===== src/rtl/demux3_reg.sv =====
// demux3_reg: 1-to-3 demultiplexer with a one-entry buffer per channel.
// Address 3 is illegal; such words are dropped, pulsed on err and counted.
module demux3_reg (
  input  logic       clk,
  input  logic       rst_n,
  input  logic [3:0] in_data,
  input  logic [1:0] in_adr,
  input  logic       in_valid,
  output logic       in_ready,
  output logic [3:0] y0,
  output logic [3:0] y1,
  output logic [3:0] y2,
  output logic       v0,
  output logic       v1,
  output logic       v2,
  input  logic       r0,
  input  logic       r1,
  input  logic       r2,
  output logic       err,
  output logic [3:0] err_cnt
);

  logic [2:0] full_q, full_d;
  logic [3:0] y0_q, y0_d;
  logic [3:0] y1_q, y1_d;
  logic [3:0] y2_q, y2_d;
  logic       err_q, err_d;
  logic [3:0] cnt_q, cnt_d;

  logic [2:0] rdy;
  logic [2:0] wr;
  logic       sel_free;
  logic       acc;
  logic       bad;

  assign rdy = {r2, r1, r0};

  // Selected channel can take a word if empty or draining this cycle.
  always_comb begin
    sel_free = 1'b1;
    unique case (in_adr)
      2'd0:    sel_free = ~full_q[0] | r0;
      2'd1:    sel_free = ~full_q[1] | r1;
      2'd2:    sel_free = ~full_q[2] | r2;
      default: sel_free = 1'b1;
    endcase
  end

  assign in_ready = rst_n & sel_free;
  assign acc      = in_valid & in_ready;
  assign bad      = acc & (in_adr == 2'd3);

  always_comb begin
    wr[0] = acc & (in_adr == 2'd0);
    wr[1] = acc & (in_adr == 2'd1);
    wr[2] = acc & (in_adr == 2'd2);
  end

  always_comb begin
    full_d = wr | (full_q & ~rdy);
    y0_d   = wr[0] ? in_data : y0_q;
    y1_d   = wr[1] ? in_data : y1_q;
    y2_d   = wr[2] ? in_data : y2_q;
    err_d  = bad;
    cnt_d  = cnt_q;
    if (bad && cnt_q != 4'hF)
      cnt_d = cnt_q + 4'd1;
  end

  always_ff @(posedge clk) begin
    if (!rst_n) begin
      full_q <= 3'b000;
      y0_q   <= 4'h0;
      y1_q   <= 4'h0;
      y2_q   <= 4'h0;
      err_q  <= 1'b0;
      cnt_q  <= 4'h0;
    end else begin
      full_q <= full_d;
      y0_q   <= y0_d;
      y1_q   <= y1_d;
      y2_q   <= y2_d;
      err_q  <= err_d;
      cnt_q  <= cnt_d;
    end
  end

  assign y0      = y0_q;
  assign y1      = y1_q;
  assign y2      = y2_q;
  assign v0      = full_q[0];
  assign v1      = full_q[1];
  assign v2      = full_q[2];
  assign err     = err_q;
  assign err_cnt = cnt_q;

endmodule

===== config.mk =====
export PLATFORM = sky130hd
export DESIGN_NAME = demux3_reg
export DESIGN_NICKNAME = d
export VERILOG_FILES = /design/src/rtl/demux3_reg.sv
export SDC_FILE = /design/constraint.sdc
export NUM_CORES = 1
export LEC_CHECK = 0
export ABC_CLOCK_PERIOD_IN_PS = 1500
export CAP_MARGIN = 25
export CORE_AREA = 2 2 51 53
export DETAILED_ROUTE_END_ITERATION = 10
export DIE_AREA = 0 0 53 55
export PLACE_DENSITY_LB_ADDON = 0.08
export SYNTH_ARGS = -nofsm -noshare
export SYNTH_HDL_FRONTEND = slang
export SYNTH_SLANG_ARGS = --single-unit

===== constraint.sdc =====
create_clock -name clk -period 1.5 [get_ports clk]
set_clock_uncertainty 0.2 [all_clocks]
set_input_delay 0.3 -clock clk [delete_from_list [all_inputs] [get_ports clk]]
set_output_delay 0.3 -clock clk [all_outputs]
set_load 0.005 [all_outputs]

==> summary.txt, run 1 <==
Clock network
  • Clock-pin slew on the worst setup and hold paths: 0.10 ns
  • CTS Buffer Depth: 2
  • CTS buffer count: 3
  • Skew-Pair Late Insertion Delay: roughly 0.29 ns
  • H-tree Lvls: 1
  • Clock sink count: 20
  • TritonCTS clock tree: yes
  • CTS root buffer: clkbuf_4
  • Hold-fix buffers, CTS: 0

Job
  • Max Cap Viol: 0

Global route
  • Pin count of the biggest net entering global routing: 19
  • Vias in the first global route: approximately 880
  • Initial antenna violation count: 0
  • GR Util All Layers: 0.175
  • GRT Residual Overflow: 0
  • First-pass GRT wire length: about 3700 um

Floorplan
  • Die ar.: just under 3000 sq um
  • Initial Utilization: 0.370
  • Core area: 2360 sq um
  • Die Y: 55 um
  • I/O pin count: 33
  • Row count: 18
  • Die span in x: 53 um

Timing
  • Fin crit share: 1.11
  • Max Slew Vio Count: 0
  • Final setup TNS: -0.170 ns
  • Tightest Pin Transition: ~0.37 ns
  • Hold Vio Cnt, Final: 0
  • Max-slew headroom: 0.750
  • Unrepaired setup endpoints after global routing: true
  • Fmax: around 600 MHz
  • Minimum clock period: between 1.5 and 2 ns
  • Final setup viols: 1
  • PnR worst setup slack: -0.170 ns

Power
  • Leakage: 0.000650 uW
  • Seq pwr share: 0.591
  • PD cells: 649 nW/um^2
  • Comb pwr share: 0.147
  • Net Sw Power: between 200 and 250 uW
  • Clock power share: 0.262
  • Worst IR drop on VDD: just under 0.5 mV
  • P_int: just over 700 uW
  • Total power: between 900 and 1000 uW
  • Net Sw Frac: 0.242

Place
  • Final Wtd Congestion: 0.825
  • Placed cells: ~170
  • # port buffers: 32
  • HPWL Detailed: roughly 1700 um

Final layout
  • Footprint of the multi-input gates: 500 sq um
  • Number of fillers in the final layout: between 200 and 250
  • Number of antenna diodes: 0
  • Final core utilization: 0.606
  • Layout cells sized above 1: 0.387
  • Final nets: about 170
  • P&R area growth vs syn: 63.8%
  • Sequential cell area: around 420 sq um
  • Most frequent cells in the layout: dlygate4sd2_1 (22), buf_4 (22), dfxtp_2 (19)
  • Post-Layout Cell Count: 180

Critical path
  • Crit-path cells: nand2b_4 > mux2i_1 > a221oi_2 > buf_2
  • CP Buf/Inv Count: 1
  • Crit-path slowest cell: dfxtp_2
  • CP top delay family: flip-flops
  • CP Class: reg -> out
  • Worst Path Required: 1.00 ns
  • Arrival @ worst endpoint: approximately 1.2 ns
  • CP Capture Type: output port
  • Startpoint Class: flip-flop
  • Crit Path Max Fanout: 2
  • Largest stage delay on the critical path: between 0.3 and 0.4 ns

Routing
  • First drt pass iteration count: 4
  • Iter 0 DRT Violations: 24
  • Vias after detailed routing: around 1000
  • WL/cell: approximately 14 um
  • Antenna viol nets, final: 0
  • Total Routed Length: between 2000 and 2500 um
  • Drc violations: 0
  • Number of vias per cell: around 5.5

Logic synthesis
  • Mapped cell area: 875 sq um
  • Seq/Total Area, Yosys: 0.458
  • Seq cells post-synth: 20
  • Synthesized area per cell: 9.02 sq um
  • Cells after synthesis: 97
  • Syn Nets: 110
  • Synth unique cells: 24
  • Warnings from Yosys: 0

Outcome
  • Failing checks: negative setup slack
  • Status: finished, violations left

Worst hold path
  • Hold Path Class: in -> reg
## power groups by stage
stage | Combinational [uW] | Clock, uW | Sequential (uW)
detailed placement | 141 | 0 | 559
global route | 148 | 279 | 551
floorplan | 46.0 | 0 | 560
finish | 136 | 244 | 549
CTS | 137 | 254 | 548
global placement | 139 | 0 | 558
## state kept, by name (all words and copies together), names as in the netlist
register,count
err,1
y2,4
y1,4
y0,4
full_q,3
err_cnt,4
## logic make-up (layout without fill, tap and decap cells)
logic type	count (synthesis)	in the layout	synth area share
AO/OA/AOI/OAI	35	35	0.246
adder cells (fa/ha/maj)	1	1	0.0143
buffers and inverters	7	59	0.0329
flip-flops	20	20	0.458
multiplexers	1	1	0.0114
AND/OR/NAND/NOR	33	34	0.237
## synthesized netlist by cell type
cell type / instances / area (sq um)
dfxtp_1: 20 / 400
a21oi_1: 18 / 90.1
o31ai_1: 13 / 97.6
nand4_1: 12 / 75.1
nor2_1: 4 / 15.0
nand2b_1: 3 / 18.8
nor2b_1: 3 / 18.8
and3_1: 2 / 12.5
buf_2: 2 / 10.0
clkbuf_1: 2 / 7.51
inv_1: 2 / 7.51
nand3_1: 2 / 10.0
nand3b_1: 2 / 15.0
o21ai_0: 2 / 10.0
a221oi_1: 1 / 8.76
and3b_1: 1 / 8.76
and4b_1: 1 / 10.0
clkinv_1: 1 / 3.75
ha_1: 1 / 12.5
mux2i_1: 1 / 10.0
nand4_2: 1 / 12.5
nor3_1: 1 / 5.00
o311ai_0: 1 / 8.76
or3_1: 1 / 6.26
## per-layer routing
metal | vias up | wire length (um) | part of all wire | track usage
met2 | 33 | 1160 | 0.47 | 0.313
li1 | 487 | - | - | -
met5 | - | 0 | 0 | 0
met4 | 0 | 38 | 0.016 | 0.0769
met3 | 6 | 134 | 0.055 | 0.0296
met1 | 455 | 1110 | 0.46 | 0.209
## final cells by class
type                    count  share of cell area
multi-input cells          71               0.349
repair buffers             53               0.304
inverters                   3             0.00873
well taps                  30              0.0262
flip-flops and latches     20               0.296
clock buffers               3              0.0157
## final timing paths
| path | end | slack [ns] | cells after the start | start |
|---|---|---|---|---|
| worst max register to register | y0[1] | 0.09 | 5 | full_q[0] |
| worst max-delay path | in_ready | -0.17 | 4 | full_q[0] |
| worst min register to register | y2[0] | 0.27 | 2 | y2[0] |
| worst min-delay path | err_cnt[3] | 0.26 | 3 | in_valid |
## worst register-to-register path, cell delays in order (launching register included)
cell	delay [ns]
dfxtp_2	0.35
buf_4	0.13
nor2b_1	0.13
buf_4	0.15
o31ai_1	0.25
a21oi_1	0.10
## timing repair
action | 4_1_cts | 5_1_grt
setup endpoints to repair | 35 | 17
gates cloned | 0 | 1
gates resized for setup | 63 | 6
buffers inserted | 5 | 0
pin swaps | 3 | 3
## through the flow
step                      setup WS (ns)  hold slack (ns)  cell area, sq um
after floorplan                  0.0273            0.250               875
after global placement           -0.890            0.259              1350
after detailed placement         -0.863            0.262              1350
after CTS                        -0.191            0.272              1440
after global routing             -0.235            0.278              1430
final                            -0.170            0.261              1430
Note: power is estimated with default switching activity, not from simulation.
==> run 2: changes to the inputs <==
--- a/config.mk
+++ b/config.mk
@@ -7,9 +7,9 @@
 export LEC_CHECK = 0
 export ABC_CLOCK_PERIOD_IN_PS = 1500
 export CAP_MARGIN = 25
-export CORE_AREA = 2 2 51 53
+export CORE_AREA = 2 2 57 48
 export DETAILED_ROUTE_END_ITERATION = 10
-export DIE_AREA = 0 0 53 55
+export DIE_AREA = 0 0 59 50
 export PLACE_DENSITY_LB_ADDON = 0.08
 export SYNTH_ARGS = -nofsm -noshare
 export SYNTH_HDL_FRONTEND = slang
==> run 2 against run 1 <==
Against the previous run: the flow still finishes with violations (negative setup slack); flip-flop and latch count unchanged; core utilization up 2.0 points; non-clock buffer count up 3; fmax up 0.29%; via count up 0.31%; hold slack worse by 0.029 ns; die area up 1.2%; worst setup slack better by 0.0048 ns; largest cell class unchanged; largest power group unchanged.
==> summary.txt, run 2 (synthesis gave the netlist of run 1 again) <==
Outcome
  • Status: finished, violations left
  • Failing checks: negative setup slack

Clock network
  • Clock-pin slew on the worst setup and hold paths: 0.12 ns
  • CTS root buffer: clkbuf_4
  • CTS Buffer Depth: 2
  • Hold-fix buffers, CTS: 0
  • CTS buffer count: 3
  • Clock sink count: 20
  • Skew-Pair Late Insertion Delay: ~0.31 ns
  • TritonCTS clock tree: yes
  • H-tree Lvls: 1

Final layout
  • Commonest non-fill, non-tap cell in the layout: buf_4
  • Final core utilization: 0.626
  • Layout cells sized above 1: 0.425
  • Most frequent cells in the layout: buf_4 (24), dlygate4sd2_1 (23), a21oi_1 (17), dfxtp_2 (17)
  • Fin area: between 1000 and 1500 sq um
  • Final nets: between 150 and 200
  • Number of antenna diodes: 0
  • P&R area growth vs syn: 69.0%
  • Number of fillers in the final layout: ~220

Critical path
  • R2R Setup Slk: 0.05 ns
  • Crit Path Max Fanout: 2
  • Arrival @ worst endpoint: 1.17 ns
  • Crit-path cells: nand2b_4 > mux2i_2 > a221oi_2 > buf_2
  • RR Endpoint: err_cnt[0]
  • Startpoint Class: flip-flop
  • Worst Path Required: 1.00 ns
  • CP Capture Type: output port
  • Largest stage delay on the critical path: ~0.35 ns
  • Reg-to-reg startpoint: err_cnt[0]
  • CP Class: reg -> out
  • R2r worst-path depth: 4
  • Crit-path slowest cell: dfxtp_2

Timing
  • Max Slew Vio Count: 0
  • Tightest Pin Transition: ~0.37 ns
  • PnR worst setup slack: -0.165 ns
  • Unrepaired setup endpoints after global routing: true
  • Minimum clock period: roughly 1.7 ns
  • Final setup viols: 1
  • Fmax: about 600 MHz
  • Fin crit share: 1.11
  • Max-slew headroom: 0.754
  • Hold Vio Cnt, Final: 0

Power
  • Leakage: roughly 0.00067 uW
  • PD cells: around 770 nW/um^2
  • Worst IR drop on VDD: around 0.62 mV

Floorplan
  • Core area: ~2400 sq um
  • Die Y: ~50 um
  • Die span in x: 59 um
  • Row count: 16
  • I/O pin count: 33
  • Die ar.: slightly below 3000 sq um
  • Initial Utilization: 0.370

Global route
  • Pin count of the biggest net entering global routing: 19
  • First-pass GRT wire length: around 4100 um
  • Vias in the first global route: 921
  • Initial antenna violation count: 0
  • GRT Residual Overflow: 0
  • GR Util All Layers: 0.181

Place
  • Worst slack, placed: -0.835 ns
  • Placed inst area: between 1000 and 1500 sq um
  • # port buffers: 32
  • HPWL Detailed: around 1800 um
  • Final Wtd Congestion: 0.821

Routing
  • Number of vias per cell: roughly 5.5
  • Vias after detailed routing: ~980
  • Antenna viol nets, final: 0
  • First drt pass iteration count: 4
  • Drc violations: 0
  • Iter 0 DRT Violations: 25
  • Total Routed Length: around 2600 um
  • WL/cell: 14.4 um

Worst hold path
  • Hold path cells: 3
  • WHS Endpoint: err
  • HP Start: in_valid
  • Hold Path Class: in -> reg

Job
  • Max Cap Viol: 0
-- run 2: critical path, delay by kind of cell, from the launching register on --
family / cells / cell delay (ns)
and+or+nand+nor: 1 / 0.07
DFF: 1 / 0.35
AOI/OAI and AO/OA: 1 / 0.24
muxes: 1 / 0.07
buffers and inverters: 1 / 0.15
-- run 2: cell type report --
class                      count  area (sq um)  area share
clock buffer                   3          22.5      0.0152
clock inverter                 1          30.0      0.0203
inverter                       3          12.5     0.00847
multi-input combinational     70           495       0.335
sequential                    20           429       0.290
tap                           27          33.8      0.0229
timing repair buffer          56           454       0.307
-- run 2: how the worst max path moves through the flow --
stage               slack (ns)    endpoint       start  cells after the start
floorplan                 0.03  err_cnt[3]  err_cnt[0]                      4
detailed placement       -0.83    in_ready          r2                      5
finish                   -0.17    in_ready   full_q[2]                      4
CTS                      -0.17    in_ready   full_q[2]                      4
global placement         -0.83    in_ready          r2                      5
global route             -0.24    in_ready   full_q[0]                      4
-- run 2: repair_timing --
item | 4_1_cts | 5_1_grt
pin swaps | 1 | 2
buffers inserted | 5 | 1
gates resized for setup | 62 | 10
endpoints found under the setup margin | 35 | 9
-- run 2: where the power goes --
group	leakage, uW	internal, uW	total, uW	switching, uW
sequential	0.000172	540	546	5.96
clock	0.0000279	270	441	171
combinational	0.000475	72.5	144	71.6
total	0.000674	882	1130	248
-- run 2: per-stage QoR --
stage          total power [uW]  cells  hold WS (ns)  setup TNS (ns)
2_1_floorplan               606     97         0.250               0
3_3_place_gp                701    170         0.254           -7.33
3_5_place_dp                703    170         0.263           -7.66
4_1_cts                    1140    179         0.276          -0.171
5_1_grt                    1180    180         0.244          -0.245
6_report                   1130    180         0.232          -0.165
-- run 2: routing by layer --
metal | wire (um) | up-vias | GRT usage
met1 | 1240 | 454 | 0.245
li1 | - | 492 | -
met3 | 147 | 4 | 0.0551
met2 | 1180 | 34 | 0.276
met5 | 0 | - | 0
met4 | 22 | 0 | 0.0492
==> run 3: changes to the inputs <==
--- a/config.mk
+++ b/config.mk
@@ -5,7 +5,6 @@
 export SDC_FILE = /design/constraint.sdc
 export NUM_CORES = 1
 export LEC_CHECK = 0
-export ABC_CLOCK_PERIOD_IN_PS = 1500
 export CAP_MARGIN = 25
 export CORE_AREA = 2 2 57 48
 export DETAILED_ROUTE_END_ITERATION = 10
==> results of run 3 <==
No change in the layout: final DEF, timing and power equal those of run 2.
